`src/rtl/oddr2_tx_pkg.sv`:
```
// Shared types and constants for the ODDR2 frame serializer.
// Optional feature macro: ODDR2_TX_PARITY_EN (adds a per-word parity pair).
package oddr2_tx_pkg;

  typedef enum logic [2:0] {
    ST_IDLE     = 3'd0,
    ST_PREAMBLE = 3'd1,
    ST_DATA     = 3'd2,
`ifdef ODDR2_TX_PARITY_EN
    ST_PARITY   = 3'd3,
`endif
    ST_GAP      = 3'd4
  } state_t;

  localparam int         PAIRS_PER_WORD = 4;
  localparam int         WORD_W         = 8;
  localparam logic [1:0] PREAMBLE_PAIR  = 2'b10;

`ifdef ODDR2_TX_PARITY_EN
  function automatic logic even_parity(input logic [WORD_W-1:0] w);
    return ^w;
  endfunction
`endif

endpackage

```
`src/rtl/oddr2_tx_fifo2.sv`:
```
// Two-entry input buffer holding {last, data}; callers never push when full
// or pop when empty.
module oddr2_tx_fifo2 #(
  parameter int W = 9
) (
  input  logic         i_clk,
  input  logic         i_rst,
  input  logic         i_push,
  input  logic         i_pop,
  input  logic [W-1:0] i_data,
  output logic [W-1:0] o_data,
  output logic         o_full,
  output logic         o_empty
);

  logic [W-1:0] r_mem [2];
  logic         r_wptr;
  logic         r_rptr;
  logic [1:0]   r_count;

  // storage, pointers and occupancy
  always_ff @(posedge i_clk or posedge i_rst) begin
    if (i_rst) begin
      r_mem[0] <= '0;
      r_mem[1] <= '0;
      r_wptr   <= 1'b0;
      r_rptr   <= 1'b0;
      r_count  <= 2'd0;
    end else begin
      if (i_push) begin
        r_mem[r_wptr] <= i_data;
        r_wptr        <= ~r_wptr;
      end
      if (i_pop) begin
        r_rptr <= ~r_rptr;
      end
      case ({i_push, i_pop})
        2'b10:   r_count <= r_count + 2'd1;
        2'b01:   r_count <= r_count - 2'd1;
        default: r_count <= r_count;
      endcase
    end
  end

  assign o_data  = r_mem[r_rptr];
  assign o_full  = (r_count == 2'd2);
  assign o_empty = (r_count == 2'd0);

endmodule

```
`src/rtl/oddr2_tx_ctrl.sv`:
```
// Frame serializer feeding an ODDR2: preamble, MSB-first data pairs, idle gap.
// Optional feature macro: ODDR2_TX_PARITY_EN (one even-parity pair per word).
module oddr2_tx_ctrl
  import oddr2_tx_pkg::*;
#(
  parameter logic IDLE_LEVEL     = 1'b1,
  parameter int   PREAMBLE_PAIRS = 4,
  parameter int   GAP_PAIRS      = 2
) (
  input  logic       C,
  input  logic       R,
  input  logic [7:0] IN_DATA,
  input  logic       IN_VALID,
  input  logic       IN_LAST,
  output logic       IN_READY,
  output logic       D0,
  output logic       D1,
  output logic       CE,
  output logic       BUSY,
  output logic       UNDERRUN
);

  localparam logic [3:0] PRE_LAST  = 4'(PREAMBLE_PAIRS - 1);
  localparam logic [3:0] GAP_LAST  = 4'(GAP_PAIRS - 1);
  localparam logic [3:0] WORD_LAST = 4'(PAIRS_PER_WORD - 1);

  state_t       r_state, w_state_nxt, w_end_state;
  logic [3:0]   r_cnt, w_cnt_nxt;
  logic [7:0]   r_word, w_word_nxt, w_shift;
  logic         r_last, w_last_nxt;
  logic         r_d0, r_d1, r_ce, r_busy, r_underrun, r_rdy_en;
  logic         w_d0, w_d1, w_ce;
  logic         w_push, w_pop, w_end_pop, w_underrun_set, w_end_under;
  logic         w_full, w_empty;
  logic [8:0]   w_fifo_rd;

  assign IN_READY = r_rdy_en & ~w_full;
  assign w_push   = IN_VALID & IN_READY;

  oddr2_tx_fifo2 #(.W(9)) u_fifo (
    .i_clk   (C),
    .i_rst   (R),
    .i_push  (w_push),
    .i_pop   (w_pop),
    .i_data  ({IN_LAST, IN_DATA}),
    .o_data  (w_fifo_rd),
    .o_full  (w_full),
    .o_empty (w_empty)
  );

  // end-of-word decision: close the frame, chain the next word, or starve
  always_comb begin
    w_end_pop   = 1'b0;
    w_end_under = 1'b0;
    if (r_last) begin
      w_end_state = ST_GAP;
    end else if (!w_empty) begin
      w_end_state = ST_DATA;
      w_end_pop   = 1'b1;
    end else begin
      w_end_state = ST_GAP;
      w_end_under = 1'b1;
    end
  end

  // next-state and counter reload on every state entry
  always_comb begin
    w_state_nxt    = r_state;
    w_cnt_nxt      = r_cnt + 4'd1;
    w_pop          = 1'b0;
    w_underrun_set = 1'b0;
    case (r_state)
      ST_IDLE: begin
        w_cnt_nxt = 4'd0;
        if (!w_empty) w_state_nxt = ST_PREAMBLE;
        else          w_state_nxt = ST_IDLE;
      end
      ST_PREAMBLE: begin
        if (r_cnt == PRE_LAST) begin
          w_state_nxt = ST_DATA;
          w_cnt_nxt   = 4'd0;
          w_pop       = 1'b1;
        end else begin
          w_state_nxt = ST_PREAMBLE;
        end
      end
      ST_DATA: begin
        if (r_cnt == WORD_LAST) begin
`ifdef ODDR2_TX_PARITY_EN
          w_state_nxt    = ST_PARITY;
`else
          w_state_nxt    = w_end_state;
          w_pop          = w_end_pop;
          w_underrun_set = w_end_under;
`endif
          w_cnt_nxt      = 4'd0;
        end else begin
          w_state_nxt = ST_DATA;
        end
      end
`ifdef ODDR2_TX_PARITY_EN
      ST_PARITY: begin
        w_state_nxt    = w_end_state;
        w_pop          = w_end_pop;
        w_underrun_set = w_end_under;
        w_cnt_nxt      = 4'd0;
      end
`endif
      ST_GAP: begin
        if (r_cnt == GAP_LAST) begin
          w_state_nxt = ST_IDLE;
          w_cnt_nxt   = 4'd0;
        end else begin
          w_state_nxt = ST_GAP;
        end
      end
      default: begin
        w_state_nxt = ST_IDLE;
        w_cnt_nxt   = 4'd0;
      end
    endcase
  end

  assign w_word_nxt = w_pop ? w_fifo_rd[7:0] : r_word;
  assign w_last_nxt = w_pop ? w_fifo_rd[8]   : r_last;
  // pair k of a word sits in the top two bits after shifting left by 2k
  assign w_shift    = w_word_nxt << {w_cnt_nxt[1:0], 1'b0};

  // line pair for the state being entered, so outputs register with the state
  always_comb begin
    w_d0 = IDLE_LEVEL;
    w_d1 = IDLE_LEVEL;
    w_ce = 1'b0;
    case (w_state_nxt)
      ST_IDLE: begin
        w_ce = 1'b0;
      end
      ST_PREAMBLE: begin
        {w_d0, w_d1} = PREAMBLE_PAIR;
        w_ce         = 1'b1;
      end
      ST_DATA: begin
        w_d0 = w_shift[7];
        w_d1 = w_shift[6];
        w_ce = 1'b1;
      end
`ifdef ODDR2_TX_PARITY_EN
      ST_PARITY: begin
        w_d0 = even_parity(w_word_nxt);
        w_d1 = ~even_parity(w_word_nxt);
        w_ce = 1'b1;
      end
`endif
      ST_GAP: begin
        w_ce = 1'b1;
      end
      default: begin
        w_ce = 1'b0;
      end
    endcase
  end

  // state, counters and registered line outputs
  always_ff @(posedge C or posedge R) begin
    if (R) begin
      r_state    <= ST_IDLE;
      r_cnt      <= 4'd0;
      r_word     <= 8'd0;
      r_last     <= 1'b0;
      r_d0       <= IDLE_LEVEL;
      r_d1       <= IDLE_LEVEL;
      r_ce       <= 1'b0;
      r_busy     <= 1'b0;
      r_underrun <= 1'b0;
      r_rdy_en   <= 1'b0;
    end else begin
      r_state    <= w_state_nxt;
      r_cnt      <= w_cnt_nxt;
      r_word     <= w_word_nxt;
      r_last     <= w_last_nxt;
      r_d0       <= w_d0;
      r_d1       <= w_d1;
      r_ce       <= w_ce;
      r_busy     <= (w_state_nxt != ST_IDLE);
      r_underrun <= r_underrun | w_underrun_set;
      r_rdy_en   <= 1'b1;
    end
  end

  assign D0       = r_d0;
  assign D1       = r_d1;
  assign CE       = r_ce;
  assign BUSY     = r_busy;
  assign UNDERRUN = r_underrun;

endmodule

```
`config.mk`:
```
export PLATFORM = sky130hd
export DESIGN_NAME = oddr2_tx_ctrl
export DESIGN_NICKNAME = d
export VERILOG_FILES = /design/src/rtl/oddr2_tx_pkg.sv /design/src/rtl/oddr2_tx_fifo2.sv /design/src/rtl/oddr2_tx_ctrl.sv
export SDC_FILE = /design/constraint.sdc
export NUM_CORES = 1
export LEC_CHECK = 0
export CORE_ASPECT_RATIO = 0.8
export CORE_UTILIZATION = 57
export DETAILED_ROUTE_END_ITERATION = 7
export GPL_TIMING_DRIVEN = 0
export PLACE_DENSITY_LB_ADDON = 0.05
export SLEW_MARGIN = 10
export SYNTH_ARGS = -nofsm -noshare
export SYNTH_HDL_FRONTEND = slang
export SYNTH_SLANG_ARGS = --single-unit
export TNS_END_PERCENT = 20
```
`constraint.sdc`:
```
create_clock -name C -period 2.8 [get_ports C]
set_input_delay 0.56 -clock C [delete_from_list [all_inputs] [get_ports C]]
set_output_delay 0.56 -clock C [all_outputs]
set_load 0.02 [all_outputs]
```
## After elaboration in Yosys (flattened, before gate mapping)

Index checks and enable logic that the tools add are counted.

| word-level totals | value |
|---|---|
| output and inout port bits | 6 |
| logic and storage cells | 78 |
| input bits | 12 |
| flip-flop bits (word level) | 44 |

| operators by class | value |
|---|---|
| bitwise logic cells | 8 |
| reductions and logical operators | 7 |
| magnitude comparators | 3 |
| multiplexer cells | 30 |
| shift operators | 1 |
| eq/ne operators | 11 |
| add/sub/neg operators | 3 |

Operators by type and width:

| cell | count |
|---|---|
| $mux W9 | 4 |
| $bwmux W18 | 1 |
| $mux W3 | 4 |
| $pmux W3 S4 | 1 |
| $mux W1 | 11 |
| $demux W9 S1 | 1 |
| $mux W4 | 2 |
| $mux W8 | 1 |
| $pmux W4 S2 | 1 |
| $shl A8 B3 Y8 | 1 |
| $eq A3 B1 Y1 const B | 2 |
| $eq A3 B2 Y1 const B | 2 |
| $eq A3 B3 Y1 const B | 2 |
| $add A4 B1 Y4 const B | 1 |
| $eq A2 B2 Y1 const B | 2 |
| $eq A4 B1 Y1 const B | 1 |
| $eq A4 B2 Y1 const B | 1 |
| $ge A2 B2 Y1 const B | 2 |
| $not A1 Y2 | 2 |
| $pmux W1 S2 | 2 |
| $pmux W2 S2 | 1 |
| $logic_not A3 Y1 | 1 |
| $not A1 Y1 | 3 |
| $reduce_bool A3 Y1 | 1 |
| other kinds (12) | 13 |

## Longest topological paths before layout

| logic depth | value |
|---|---|
| depth in word-level cells | 8 |
| mapped depth | 9 |
| depth with buffers taken out | 9 |

## Modules after synthesis

Synthesis repeated with hierarchy kept, for this count alone.

| second synthesis, totals | value |
|---|---|
| cells, all modules | 177 |
| area total of the unflattened synthesis | 2139.6 sq um |

Modules (own cells, without submodules):

| module | area an instance (sq um) | sequential area each (sq um) | times used | cells an instance |
|---|---|---|---|---|
| oddr2_tx_ctrl | 1144.8 | 553.0 | 1 | 113 |
| oddr2_tx_fifo2 | 994.7 | 550.5 | 1 | 64 |

## Least setup slack after synthesis

OpenSTA, ideal clock, no wires.

| timing path | value |
|---|---|
| path type | reg2reg |
| start point | register r_cnt[0] |
| end point | register u_fifo.r_count[1] |
| required time | 2721 ps |
| setup slack | 712 ps |
| stages on the path, launching flop included | 9 |
| library setup time | 79 ps |
| arrival | 2009 ps |
| clock period less this slack | 2088 ps |
| cell sequence | dfrtp_1 ha_1 or3b_1 nor2_2 nand2_1 inv_2 ha_1 nor2_1 xor2_1 |

| on the way | value |
|---|---|
| longest elaborated chain between the ends | 5 |

Ends and longest elaborated chain:

| item | RTL line | RTL |
|---|---|---|
| from (decl) | oddr2_tx_ctrl.sv:28 | `logic [3:0] r_cnt, w_cnt_nxt;` |
| from (signal assigned) | oddr2_tx_ctrl.sv:178 | `r_cnt <= w_cnt_nxt;` |
| $eq A4 B2 Y1 (*) | oddr2_tx_ctrl.sv:79, oddr2_tx_ctrl.sv:88 |  |
| $mux W1 (on tied branches) | oddr2_tx_ctrl.sv:88, oddr2_tx_ctrl.sv:79 |  |
| $pmux W1 S2 (*) | oddr2_tx_ctrl.sv:72 | `case (r_state)` |
| $eq A2 B1 Y1 / $eq A2 B2 Y1 (equally long branches) | oddr2_tx_fifo2.sv:37 | `case ({i_push, i_pop})` |
| $pmux W2 S2 / $reduce_bool A2 Y1 (equally long branches) | - |  |
| to (signal assigned) | oddr2_tx_fifo2.sv:38 | `2'b10: r_count <= r_count + 2'd1;` |
| to (signal assigned) | oddr2_tx_fifo2.sv:39 | `2'b01: r_count <= r_count - 2'd1;` |
| to (signal assigned) | oddr2_tx_fifo2.sv:40 | `default: r_count <= r_count;` |
| to (decl) | oddr2_tx_fifo2.sv:19 | `logic [1:0] r_count;` |

Mark *: on every way between the ends. The rest lies on a longest branch, timed or not.
A chain may end at the register's enable or synchronous reset.

## Final worst setup path

Ends and elaborated chain as after synthesis.

==> results.sh <==
export IMPL_vias=1414
export IMPL_syn_nets=193
export IMPL_die_y_um=56.0
export IMPL_clock_latency_ns=0.29
export IMPL_cts_sinks=44
export IMPL_syn_avg_cell_area_um2=11.7
export IMPL_finalHoldViolCount=0
export IMPL_async_reset_ff_share_pct=100
export IMPL_grt_pass1_vias=1449
export IMPL_fin_nets=218
export IMPL_pwr_share_clk_pct=14.0
export IMPL_synth_cells=177
export IMPL_ctsResizeCount=0
export IMPL_grt_overflow=0
export IMPL_numPortBuffers=17
export IMPL_yosys_register_bits=44
export IMPL_ys_seq_area_share_pct=53.2
export IMPL_path_class="flip-flop to flip-flop"
export IMPL_power_mw=2.64
export IMPL_die_area_um2=3890
export IMPL_fin_ws_ns=0.265
export IMPL_leakagePower_nw=1.05
export IMPL_slew_limit_headroom_pct=51.3
export IMPL_cap_violations=0
export IMPL_firstDrtPassIters=4
export IMPL_hpwl_mm=2.79
export IMPL_max_freq_mhz=394
export IMPL_ios=18
export IMPL_synthFlopType="dfrtp_1"
export IMPL_cp_arrival_ns=2.76
export IMPL_fin_worst_skew_ns=0.00523
export IMPL_fill_cells=251
export IMPL_comb_power_share_pct=44.4
export IMPL_cts_root_buf="clkbuf_8"
export IMPL_period_needed_ns=2.54
export IMPL_peakVddDrop_mv=0.616
export IMPL_wl_mm=3.83
export IMPL_rsz0062_at_grt="no"
export IMPL_place_ws_ns=0.341
export IMPL_grt_max_degree=34
export IMPL_die_width_um=69.5
export IMPL_cp_required_ns=3.02
export IMPL_post_cts_setup_buffer_count=0
export IMPL_cts_hold_buffers=0
export IMPL_area_growth_pct=15.4
export IMPL_p_per_area_nw_per_um2=1100
export IMPL_synth_cell_types=49
export IMPL_ant_nets=0
export IMPL_avgViaCountPerCell=5.80
export IMPL_clockBufferDepth=2
export IMPL_run_status="finished clean"
export IMPL_setup_violations=0
export IMPL_min_path_type="flip-flop to flip-flop"
export IMPL_tritoncts="yes"
export IMPL_gp_congestion=0.810
export IMPL_antenna_found_initial=0
export IMPL_rows=19
export IMPL_routedWlPerCell_um=15.7
export IMPL_setup_tns_ns=0
export IMPL_worst_path_max_fanout=10
export IMPL_ys_warnings_count=0
export IMPL_clk_pin_slew_ns=0.07
export IMPL_synth_edff_count=0
export IMPL_intPower_mw=1.66
export IMPL_post_route_period_util_pct=90.5
export IMPL_drc=0
export IMPL_h_tree_depth=2
export IMPL_p_sw_uw=982
export IMPL_drt_iter0_markers=72
export IMPL_netlist_area_um2=2080
export IMPL_drive_above_1_share_pct=23.3
export IMPL_switching_share_pct=37.2
export IMPL_grt_pass1_wl_mm=6.49
export IMPL_worstMarginPinSlew_ns=0.730
export IMPL_crit_path_end_kind="flip-flop"
export IMPL_initial_core_util_pct=60.2
export IMPL_grt_total_usage_pct=21.9
export IMPL_power_frac_seq_pct=41.6
export IMPL_n_antenna_cell=0
export IMPL_cts_buffers=5
export IMPL_core_um2=3450
export IMPL_maxSlewViolCount=0
export IMPL_start_kind="flip-flop"
-- placed cells by master, fill, tap and decap left out, drive strengths merged, types with 3 or more instances in the layout --
master / netlist / routed
dfrtp: 42 / 42
nand2: 11 / 11
or2: 5 / 5
mux2i: 9 / 9
xnor2: 4 / 4
inv: 7 / 7
ha: 4 / 4
o21ai: 10 / 10
buf: 4 / 5
a21oi: 5 / 5
nand3: 6 / 6
clkbuf: 2 / 8
nor2: 9 / 9
a21boi: 3 / 3
mux2: 18 / 18
nor3: 3 / 3
clkdlybuf4s50: 0 / 17
-- power by group through the flow --
stage / Combinational (mW) / Clock (mW) / Sequential [mW]
finish: 1.17 / 0.369 / 1.10
global route: 1.29 / 0.409 / 1.13
CTS: 1.18 / 0.382 / 1.10
detailed placement: 1.16 / 0 / 1.11
global placement: 1.12 / 0 / 1.09
floorplan: 0.860 / 0 / 1.10
-- cell type report --
type | count | area, um2 | area share, %
Buffer | 6 | 30.0 | 1.25
Tap cell | 42 | 52.6 | 2.19
Clock inverter | 1 | 5.00 | 0.209
Inverter | 8 | 31.3 | 1.31
Clock buffer | 6 | 72.6 | 3.03
Sequential cell | 44 | 1100 | 46.1
Multi-Input combinational cell | 119 | 911 | 38.0
Timing Repair Buffer | 18 | 190 | 7.94
-- per-stage QoR --
step,utilization [%],cell area (um2),hold slack (ns),cells
6_report,69.5,2400,0.475,244
5_1_grt,69.5,2400,0.507,244
4_1_cts,69.5,2400,0.479,244
3_5_place_dp,67.3,2320,0.461,237
3_3_place_gp,66.7,2300,0.455,236
2_1_floorplan,-,2080,0.450,177
-- synthesized netlist by cell type (2+ instances only) --
master    count  area share, %
nor2_1        8            1.4
inv_1         6            1.1
dfstp_2       2            2.5
or3b_1        2           0.84
mux2i_1       9            4.3
a211o_1       2           0.84
or2_1         2           0.60
xor2_1        2           0.84
nand2b_1      2           0.60
dfrtp_1      42             51
buf_2         3           0.72
o21ai_0       9            2.2
ha_1          4            2.4
o21bai_1      2           0.72
xnor2_1       4            1.7
nand2_1      11            2.0
a31o_2        2           0.84
nand3_1       6            1.4
or2_2         3           0.90
nor3b_2       2            1.2
mux2_2       18            9.8
a21oi_1       5            1.2
a21boi_1      2           0.72
clkbuf_1      2           0.36
nor3_1        3           0.72
-- metal layers --
layer	vias up	share of wire, %	global-route usage [%]
met5	-	0	0
met3	8	3.7	4.35
li1	678	-	-
met1	695	47	28.5
met2	33	47	35.5
met4	0	1.9	10.5
-- worst paths after layout --
path / startpoint / to / slack [ns] / depth (start not counted)
worst max-delay path: r_cnt[0] / u_fifo.r_count[1] / 0.26 / 8
worst min-delay path: UNDERRUN / UNDERRUN / 0.47 / 1
worst max register to register: r_cnt[0] / u_fifo.r_count[1] / 0.26 / 8
worst min register to register: UNDERRUN / UNDERRUN / 0.47 / 1
max in group asynchronous: R / D1 / 1.76 / 3
min in group asynchronous: R / r_rdy_en / 0.51 / 2
-- flip-flops by register name (all words and copies together) (netlist names) --
| signal | cells |
|---|---|
| UNDERRUN | 1 |
| D1 | 1 |
| u_fifo.r_wptr | 1 |
| u_fifo.r_count | 2 |
| r_rdy_en | 1 |
| r_state | 3 |
| u_fifo.r_mem | 18 |
| r_word | 8 |
| D0 | 1 |
| u_fifo.r_rptr | 1 |
| BUSY | 1 |
| r_cnt | 4 |
| CE | 1 |
| r_last | 1 |
-- logic make-up (layout without fill, tap and decap cells) --
group                    count (synthesis)  count (layout)  synth area share [%]
multiplexers                            27              27                  14.1
AO/OA/AOI/OAI                           37              37                  13.4
flip-flops                              44              44                  53.2
buffers and inverters                   14              39                  2.95
adder cells (fa/ha/maj)                  4               4                  2.41
other                                    1               1                 0.181
AND/OR/NAND/NOR                         44              44                  11.3
XOR/XNOR                                 6               6                  2.53
-- worst max-delay path, stage by stage, from the launching register on --
cell	delay [ns]
dfrtp_1	0.52
ha_1	0.26
or3b_1	0.44
nor2_2	0.26
nand2_1	0.19
inv_2	0.20
ha_1	0.29
nor2_1	0.14
xor2_1	0.15
Power figures use the tool's default switching activity.
